`config.mk`:
```
export PLATFORM = sky130hd
export DESIGN_NAME = neuron_mac_flat
export DESIGN_NICKNAME = d
export VERILOG_FILES = /design/src/rtl/cnn_pkg.sv /design/src/rtl/neuron_mac_if.sv /design/src/rtl/sat_adder.sv /design/src/rtl/neuron_mac.sv /design/src/flat_wrapper.sv
export SDC_FILE = /design/constraint.sdc
export NUM_CORES = 1
export LEC_CHECK = 0
export BUFFER_PORTS_ARGS = -buffer_cell sky130_fd_sc_hd__buf_2
export CORE_ASPECT_RATIO = 1.1
export CORE_MARGIN = 8
export CORE_UTILIZATION = 45
export CTS_BUF_LIST = sky130_fd_sc_hd__clkbuf_16
export CTS_CLUSTER_DIAMETER = 60
export DETAILED_ROUTE_END_ITERATION = 6
export GPL_ROUTABILITY_DRIVEN = 1
export PLACE_DENSITY_LB_ADDON = 0.15
export SYNTH_ARGS = -nofsm -noshare
export SYNTH_HDL_FRONTEND = slang
export SYNTH_SLANG_ARGS = --single-unit
export TNS_END_PERCENT = 30
```
`constraint.sdc`:
```
create_clock -name clk -period 8.2 [get_ports clk]
set_input_delay 0 -clock clk [delete_from_list [all_inputs] [get_ports clk]]
set_output_delay 0 -clock clk [all_outputs]
set_load 0.1 [all_outputs]
```
`src/rtl/cnn_pkg.sv`:
```
// Fixed-point constants and saturation helper shared by the neuron datapath.
// Every width here is the signed two's-complement neuron format.
package cnn_pkg;

   localparam int CNN_DATA_WIDTH = 16;
   localparam int CNN_FRAC_BITS  = 8;

   // Width to which all saturation inputs are sign-extended before clamping.
   localparam int SAT_W = 64;

   localparam logic signed [CNN_DATA_WIDTH-1:0] SAT_MAX = {1'b0, {(CNN_DATA_WIDTH-1){1'b1}}};
   localparam logic signed [CNN_DATA_WIDTH-1:0] SAT_MIN = {1'b1, {(CNN_DATA_WIDTH-1){1'b0}}};

   localparam logic signed [SAT_W-1:0] SAT_MAX_W = {{(SAT_W-CNN_DATA_WIDTH){1'b0}}, SAT_MAX};
   localparam logic signed [SAT_W-1:0] SAT_MIN_W = {{(SAT_W-CNN_DATA_WIDTH){1'b1}}, SAT_MIN};

   function automatic logic signed [CNN_DATA_WIDTH-1:0] saturate(input logic signed [SAT_W-1:0] v);
      if (v > SAT_MAX_W)
         return SAT_MAX;
      else if (v < SAT_MIN_W)
         return SAT_MIN;
      else
         return v[CNN_DATA_WIDTH-1:0];
   endfunction

endpackage

```
`src/rtl/neuron_mac_if.sv`:
```
// Activation stream, weight-memory read port, bias load and result bus of one neuron.
// in_valid marks a beat and has no ready: every valid beat is consumed; out_valid is a one-cycle strobe.
interface neuron_mac_if
   import cnn_pkg::*;
#(
   parameter int DATA_WIDTH = CNN_DATA_WIDTH,
   parameter int ADDR_WIDTH = 10
);

   logic signed [DATA_WIDTH-1:0] in_data;
   logic                         in_valid;
   logic                         w_ren;
   logic        [ADDR_WIDTH-1:0] w_radd;
   logic signed [DATA_WIDTH-1:0] w_data;
   logic                         bias_wen;
   logic signed [DATA_WIDTH-1:0] bias_in;
   logic signed [DATA_WIDTH-1:0] out_data;
   logic                         out_valid;

   modport master (
      output in_data, in_valid, w_data, bias_wen, bias_in,
      input  w_ren, w_radd, out_data, out_valid
   );

   modport slave (
      input  in_data, in_valid, w_data, bias_wen, bias_in,
      output w_ren, w_radd, out_data, out_valid
   );

endinterface

```
`src/rtl/sat_adder.sv`:
```
// Signed add of two equal-width operands, clamped to the neuron data format.
module sat_adder
   import cnn_pkg::*;
#(
   parameter int IN_W = CNN_DATA_WIDTH
) (
   input  logic signed [IN_W-1:0]           a,
   input  logic signed [IN_W-1:0]           b,
   output logic signed [CNN_DATA_WIDTH-1:0] y
);

   logic signed [IN_W:0]      sum;
   logic signed [SAT_W-1:0]   wide;

   // One guard bit keeps the raw sum exact before clamping.
   assign sum  = {a[IN_W-1], a} + {b[IN_W-1], b};
   assign wide = {{(SAT_W-IN_W-1){sum[IN_W]}}, sum};
   assign y    = saturate(wide);

endmodule

```
`src/rtl/neuron_mac.sv`:
```
// One neuron: weight fetch, fixed-point multiply, saturating accumulate, bias and optional ReLU.
// Four register stages from an accepted beat to its result strobe.
module neuron_mac
   import cnn_pkg::*;
#(
   parameter int NUM_WEIGHT = 3,
   parameter int ADDR_WIDTH = 10,
   parameter int DATA_WIDTH = CNN_DATA_WIDTH,
   parameter int FRAC_BITS  = CNN_FRAC_BITS,
   parameter bit RELU_EN    = 1'b1
) (
   input logic         clk,
   input logic         rst,
   neuron_mac_if.slave bus
);

   localparam int PW = 2*DATA_WIDTH;

   logic        [ADDR_WIDTH-1:0] cnt;
   logic                         beat_first;
   logic                         beat_last;
   logic signed [DATA_WIDTH-1:0] in_d;
   logic                         v1, f1, l1;
   logic signed [PW-1:0]         prod;
   logic                         v2, f2, l2;
   logic signed [DATA_WIDTH-1:0] acc;
   logic                         v3, l3;
   logic signed [DATA_WIDTH-1:0] bias;
   logic signed [PW-1:0]         scaled;
   logic signed [PW-1:0]         acc_base;
   logic signed [DATA_WIDTH-1:0] acc_next;
   logic signed [DATA_WIDTH-1:0] res;

   assign bus.w_ren  = bus.in_valid;
   assign bus.w_radd = cnt;
   assign beat_first = (cnt == '0);
   assign beat_last  = (cnt == ADDR_WIDTH'(NUM_WEIGHT-1));

   always_ff @(posedge clk) begin
      if (rst)
         cnt <= '0;
      else if (bus.in_valid)
         cnt <= beat_last ? '0 : cnt + ADDR_WIDTH'(1);
   end

   // S1 holds the activation one cycle so it meets the registered weight.
   always_ff @(posedge clk) begin
      if (rst) begin
         in_d <= '0;
         v1   <= 1'b0;
         f1   <= 1'b0;
         l1   <= 1'b0;
      end else begin
         in_d <= bus.in_data;
         v1   <= bus.in_valid;
         f1   <= beat_first;
         l1   <= beat_last;
      end
   end

   always_ff @(posedge clk) begin
      if (rst) begin
         prod <= '0;
         v2   <= 1'b0;
         f2   <= 1'b0;
         l2   <= 1'b0;
      end else begin
         prod <= PW'(in_d) * PW'(bus.w_data);
         v2   <= v1;
         f2   <= f1;
         l2   <= l1;
      end
   end

   // A first beat adds to zero instead of the stale sum, restarting the dot product.
   assign scaled   = prod >>> FRAC_BITS;
   assign acc_base = f2 ? '0 : {{DATA_WIDTH{acc[DATA_WIDTH-1]}}, acc};

   sat_adder #(.IN_W(PW)) u_acc_add (
      .a (acc_base),
      .b (scaled),
      .y (acc_next)
   );

   always_ff @(posedge clk) begin
      if (rst) begin
         acc <= '0;
         v3  <= 1'b0;
         l3  <= 1'b0;
      end else begin
         if (v2)
            acc <= acc_next;
         v3 <= v2;
         l3 <= l2;
      end
   end

   sat_adder #(.IN_W(DATA_WIDTH)) u_bias_add (
      .a (acc),
      .b (bias),
      .y (res)
   );

   always_ff @(posedge clk) begin
      if (rst)
         bias <= '0;
      else if (bus.bias_wen)
         bias <= bus.bias_in;
   end

   always_ff @(posedge clk) begin
      if (rst) begin
         bus.out_data  <= '0;
         bus.out_valid <= 1'b0;
      end else begin
         bus.out_valid <= v3 && l3;
         if (v3 && l3)
            bus.out_data <= (RELU_EN && res[DATA_WIDTH-1]) ? '0 : res;
      end
   end

endmodule

```
`src/flat_wrapper.sv`:
```
// flat-port wrapper written by rule: the top's interface ports become plain ports
module neuron_mac_flat import cnn_pkg::*;
#(
   parameter int NUM_WEIGHT = 3,
   parameter int ADDR_WIDTH = 10,
   parameter int DATA_WIDTH = CNN_DATA_WIDTH,
   parameter int FRAC_BITS  = CNN_FRAC_BITS,
   parameter bit RELU_EN    = 1'b1
)
  (clk, rst, bus_in_data, bus_in_valid, bus_w_data, bus_bias_wen, bus_bias_in, bus_w_ren, bus_w_radd, bus_out_data, bus_out_valid);
  neuron_mac_if #(.DATA_WIDTH(DATA_WIDTH), .ADDR_WIDTH(ADDR_WIDTH)) bus_i ();
  input logic clk;
  input logic rst;
  input wire logic [$bits(bus_i.in_data)-1:0] bus_in_data;
  input wire logic [$bits(bus_i.in_valid)-1:0] bus_in_valid;
  input wire logic [$bits(bus_i.w_data)-1:0] bus_w_data;
  input wire logic [$bits(bus_i.bias_wen)-1:0] bus_bias_wen;
  input wire logic [$bits(bus_i.bias_in)-1:0] bus_bias_in;
  output wire logic [$bits(bus_i.w_ren)-1:0] bus_w_ren;
  output wire logic [$bits(bus_i.w_radd)-1:0] bus_w_radd;
  output wire logic [$bits(bus_i.out_data)-1:0] bus_out_data;
  output wire logic [$bits(bus_i.out_valid)-1:0] bus_out_valid;
  assign bus_i.in_data = bus_in_data;
  assign bus_i.in_valid = bus_in_valid;
  assign bus_i.w_data = bus_w_data;
  assign bus_i.bias_wen = bus_bias_wen;
  assign bus_i.bias_in = bus_bias_in;
  assign bus_w_ren = bus_i.w_ren;
  assign bus_w_radd = bus_i.w_radd;
  assign bus_out_data = bus_i.out_data;
  assign bus_out_valid = bus_i.out_valid;
  neuron_mac #(.NUM_WEIGHT(NUM_WEIGHT), .ADDR_WIDTH(ADDR_WIDTH), .DATA_WIDTH(DATA_WIDTH), .FRAC_BITS(FRAC_BITS), .RELU_EN(RELU_EN)) u_core (.clk(clk), .rst(rst), .bus(bus_i));
endmodule
```
==> results.txt, run 1 <==
GRT overflow: 0
Post-synth top flop: dfxtp_1
Area after DPL: 15900 um2
CTS tree: built
CP required: 8490 ps
Clock Latency Late Sink: 380 ps
Post-synth top cells: 339 x inv_1, 263 x fa_1, 162 x nand2_1
Clock skew: 14.4 ps
Fmax: 147 MHz
Capturing point of the worst reg2reg path: u_core.prod[30]
Hold depth: 3
Sequential share of the synthesized area: 14.0%
Final setup viols: 0
Vias per cell: 5.20
Slew margin rel.: 16.3%
Post-Syn Instances: 1669
Peak VDD IR: 0.432 mV
Port buffer count: 78
Die area: 39900 um2
Routed length per instance: 16.4 um
DRC: 0
Placed Cells: 2121
CP endpoint kind: flop
Initial antenna violation count: 0
Total core area: 33300 um2
Outcome: complete, no violations
Post-DRT Antenna Nets: 0
Io pins: 80
Initial Util: 45.7%
Total CTS buffers: 9
Cell variety after synth: 71
Cell with the most instances after synthesis: inv_1
Slowest CP cell: dfxtp_1
Largest net degree at the start of global routing: 73
Startpoint Class: flop
Max Cap Viol: 0
Flop-to-flop setup slack: 1380 ps
Cell area after synthesis: 15200 um2
R2R depth: 22
Clock root buffer: clkbuf_16
Setup crit start: u_core.in_d[15]
Power density over the cells: 278 nW/um2
EDFF count, synth: 0
Critical R2R Launch: u_core.in_d[15]
Routability cong.: 0.835
CP max FO: 16
Ratio of cells with drive above 1 in the final layout: 6.96%
Async SR Flop Fraction: 0%
# hold bufs at CTS: 33
DRT Pass-1 Iters: 4
P&R area growth vs syn: 8.72%
Number of hold violations in the final report: 0
CP bufs+invs: 5
Yosys top cell by area: fa_1
Final HPWL DP: 28000 um
Non-filler cells, final: 2170
Crit-path most repeated cell: fa_1
Worst slew pin tran: 1260 ps
Post-route cell area: 16500 um2
Die H: 209 um
Postcts setup bufs: 0
Avg Inst Size Synth: 9.11 um2
First-pass GRT wire length: 61900 um
Hold path start: bus_bias_wen
H-tree levels: 3
CP Class: reg2reg
Synth top area share: 34.6%
Leak Pwr: 8.39 nW
RSZ-0062 raised after global routing: false
FF+latch count, synth: 106
Die X: 191 um
Hold EP: u_core.bias[4]
Antenna fix cells: 0
Synthesized Nets: 2106
CP Cell Sequence: nand2_1, inv_1, fa_1, inv_1, fa_1, inv_1, fa_1, fa_1, fa_1, inv_1, fa_1, inv_1, ha_1, a21o_1, a21o_1, a21oi_1, nor2_1, a211oi_1, a21oi_1, or4_1, and3_1, nor3_1
Post-cts sizing count: 0
Number of global-route vias before repair: 12.4k
CTS Sinks: 106
Critical path's top delay family: adder cells
Nets: 2170
Period utilization: 83.1%
Synth top area cells: fa_1 35%, dfxtp_1 14%, ha_1 10%
Final setup margin: 1380 ps
Largest stage delay on the critical path: 680 ps
Cell row count: 70
Yosys Warn Count: 0
Setup TNS: 0 ps
GRT Overall Usage: 19.2%
Fin crit period: 6820 ps
Setup WS pre-CTS: 1420 ps
Type of the most critical hold path: in2reg
CTS max path bufs: 2
Worst-path clk slew: 90 ps
Routed via count: 11.3k
Final wirelength: 35500 um
Crit path arrival time: 7110 ps
1st-iter DRT viols: 487
Final Slew Violations: 0
placed cells by master, fill, tap and decap left out, types with 18 or more instances in the layout:
cell,instances
mux2i_1,19
a21oi_1,41
a221o_1,18
nor3_1,20
ha_1,122
a21o_1,29
nand2_1,162
xor2_1,21
buf_2,78
nor2b_1,39
and2_1,128
fa_1,263
xnor2_1,42
dlygate4sd3_1,33
inv_1,339
dfxtp_1,106
nor2_1,74
power by group:
part	switching (mW)	internal, mW
Combinational	1.94	1.51
Clock	0.247	0.216
Sequential	0.0612	0.613
Total	2.24	2.34
worst register-to-register path: stages, from the launching register on:
cell and delay [ps]:
dfxtp_1 680, nand2_1 200, inv_1 160, fa_1 450, inv_1 230, fa_1 440, inv_1 80, fa_1 430
fa_1 490, fa_1 550, inv_1 60, fa_1 520, inv_1 40, ha_1 330, a21o_1 190, a21o_1 160
a21oi_1 210, nor2_1 70, a211oi_1 310, a21oi_1 210, or4_1 590, and3_1 200, nor3_1 130
how the worst max path moves through the flow:
stage,end,slack [ps],cells past startpoint
floorplan,u_core.prod[30],1880,23
global placement,u_core.prod[30],1610,22
detailed placement,u_core.prod[30],1420,22
CTS,u_core.prod[30],1380,22
global route,u_core.prod[30],900,22
finish,u_core.prod[30],1380,22
flip-flops by register name (all words and copies together) (netlist names):
name,cells
u_core.acc,16
u_core.bias,16
u_core.bus.out_data,15
u_core.bus.out_valid,1
u_core.bus.w_radd,10
u_core.f1,1
u_core.f2,1
u_core.in_d,16
u_core.l1,1
u_core.l2,1
u_core.l3,1
u_core.prod,24
u_core.v1,1
u_core.v2,1
u_core.v3,1
metal layers:
layer | up-vias | track usage, % | wire, um
met3 | 57 | 1.93 | 935
met1 | 5688 | 23.2 | 15000
met4 | 0 | 6.51 | 997
met5 | - | 0 | 0
li1 | 5353 | - | -
met2 | 181 | 34.9 | 18600
stage by stage:
stage	util [%]	power (mW)	hold slack (ps)
after global routing	49.7	5.24	198
after CTS	49.7	4.69	158
after floorplan	-	3.49	128
after global placement	47.8	4.15	212
after detailed placement	47.8	4.18	217
final	49.7	4.59	170
cell type report:
type,count,area (um2)
fillers,3203,16800
multi-input cells,1164,11600
flip-flops and latches,106,2120
inverters,339,1270
repair buffers,113,736
well taps,432,541
clock buffers,9,225
clock inverters,7,70.1
cells by family (layout without fill, tap and decap cells):
logic type / after synthesis / after routing / share of synthesized area (%)
AND/OR/NAND/NOR: 501 / 501 / 16.6
other: 1 / 1 / 0.0247
XOR/XNOR: 63 / 63 / 3.63
adder cells (fa/ha/maj): 385 / 385 / 44.7
flip-flops: 106 / 106 / 14.0
AO/OA/AOI/OAI: 194 / 194 / 9.84
buffers and inverters: 399 / 468 / 9.98
multiplexers: 20 / 20 / 1.32
No activity file was read; power rests on OpenSTA's default activity.
==> run 2, diff against run 1 <==
Clock period 8.2 ns to 5.8 ns, I/O delays scaled along.
==> results.txt, run 2 (synthesis results as in run 1) <==
Startpoint Class: flop
Met1 usage: 23.4%
CTS tree: built
Die area: 39900 um2
GRT Overall Usage: 19.3%
Clock power share: 7.5%
Hold path start: bus_bias_wen
Antenna fix cells: 0
Port buffer count: 78
Max Cap Viol: 0
Internal Pwr Total: 4.49 mW
First-pass GRT wire length: 62700 um
Capturing point of the worst reg2reg path: u_core.prod[30]
1st-iter DRT viols: 443
Commonest cells after routing, fill and taps aside: 323 x inv_1, 247 x fa_1, 157 x nand2_1
GRT overflow: 0
Footprint of the multi-input gates: 12000 um2
Ratio of cells with drive above 1 in the final layout: 19.4%
Routed via count: 11.6k
CP Class: reg2reg
Switching Share: 45.6%
Number of hold violations in the final report: 0
Final Slew Violations: 0
Critical R2R Launch: u_core.in_d[15]
Clock Latency Late Sink: 370 ps
Routability cong.: 0.832
Initial antenna violation count: 0
CP required: 6030 ps
Fmax: 175 MHz
GRT met2 Usage: 35.3%
Slew margin rel.: 23.3%
Hold Worst Slack: 167 ps
Die H: 209 um
Commonest non-fill, non-tap cell in the layout: inv_1
Psw: 3.77 mW
Hold EP: u_core.bias[3]
Placed Cells: 2234
Max reg flops: 24
Flop-to-flop setup slack: 90 ps
Worst-path clk slew: 80 ps
Largest net degree at the start of global routing: 73
GRT busiest layer: met2
Final wirelength: 35900 um
Power density over the cells: 454 nW/um2
CP max FO: 5
Leak Pwr: 9.13 nW
P&R area growth vs syn: 19.5%
Non-filler cells, final: 2308
R2R depth: 21
CTS max path bufs: 2
Post-DRT Antenna Nets: 0
Total CTS buffers: 9
Peak VDD IR: 0.851 mV
Reg area: 2170 um2
Total core area: 33300 um2
Sequential power share: 11.4%
CP endpoint kind: flop
Vias per cell: 5.04
Die X: 191 um
Type of the most critical hold path: in2reg
Combinational power share: 81.1%
Met3 global-route usage: 1.97%
Outcome: complete, no violations
Routed length per instance: 15.5 um
Final HPWL DP: 29000 um
Period utilization: 98.5%
Clock root buffer: clkbuf_16
Number of global-route vias before repair: 12.8k
DRC: 0
Final setup viols: 0
Fill cells: 3132
Hold depth: 3
Initial Util: 45.7%
Reg with most FFs: u_core.prod
Clock skew: 6.91 ps
Io pins: 80
DRT Pass-1 Iters: 5
RSZ-0062 raised after global routing: true
Fin crit period: 5710 ps
Worst slew pin tran: 1150 ps
Nets: 2309
Crit path arrival time: 5950 ps
H-tree levels: 3
CTS Sinks: 106
Cell row count: 70
==> run 2: layout make-up <==
| cell class | count | area share (%) |
|---|---|---|
| repair buffers | 252 | 10.4 |
| flip-flops and latches | 106 | 12.0 |
| clock inverters | 6 | 0.276 |
| inverters | 339 | 7.01 |
| well taps | 432 | 2.98 |
| multi-input cells | 1164 | 66.1 |
| clock buffers | 9 | 1.24 |
==> run 2: worst max-delay path: stages, from the launching register on <==
cell      delay (ps)
dfxtp_4          390
and2_4           170
fa_1             590
inv_2             80
fa_1             500
inv_2             40
fa_2             540
fa_2             440
fa_1             490
inv_1             50
fa_1             500
inv_1             40
ha_2             170
a21o_1           170
a21o_1           170
a21oi_4          140
nor2_2            60
a211oi_2         260
a21oi_4          100
or4_4            450
a21oi_2          150
nor3_2            50
==> run 2: power groups by stage <==
stage          registers [mW]  clock network [mW]  logic, mW
3_3_place_gp            0.959                   0       5.73
2_1_floorplan           0.934                   0       4.10
4_1_cts                 0.939               0.649       6.33
5_1_grt                 0.950               0.675       7.65
3_5_place_dp            0.961                   0       5.79
6_report                0.937               0.620       6.70
==> run 2: how the worst max path moves through the flow <==
stage | startpoint | to
final | u_core.in_d[15] | u_core.prod[30]
after global routing | u_core.in_d[6] | u_core.prod[29]
after CTS | u_core.in_d[15] | u_core.prod[30]
after detailed placement | u_core.in_d[6] | u_core.prod[30]
after global placement | u_core.in_d[11] | u_core.prod[29]
after floorplan | u_core.in_d[15] | u_core.prod[30]
==> run 2: routing by layer <==
layer / vias up / share of wire [%]
met1: 5804 / 42
li1: 5619 / -
met2: 153 / 53
met3: 49 / 2.3
met4: 0 / 2.5
met5: - / 0
==> run 2: repair_timing <==
item,4_1_cts,5_1_grt
endpoints found under the hold margin,33,0
hold buffers,33,0
buffers inserted,18,8
gates resized for setup,91,49
pin swaps,79,54
endpoints found under the setup margin,11,11
==> run 2: stage by stage <==
| stage | utilization (%) | worst slack (ps) | power, mW | TNS (ps) | cell area, um2 |
|---|---|---|---|---|---|
| floorplan | - | 32.9 | 5.04 | 0 | 15300 |
| global placement | 50.6 | -218 | 6.69 | -1160 | 16800 |
| detailed placement | 50.6 | -303 | 6.75 | -1780 | 16800 |
| CTS | 53.8 | -43.8 | 7.92 | -43.8 | 17900 |
| global route | 54.6 | -102 | 9.28 | -426 | 18200 |
| finish | 54.6 | 85.4 | 8.25 | 0 | 18200 |
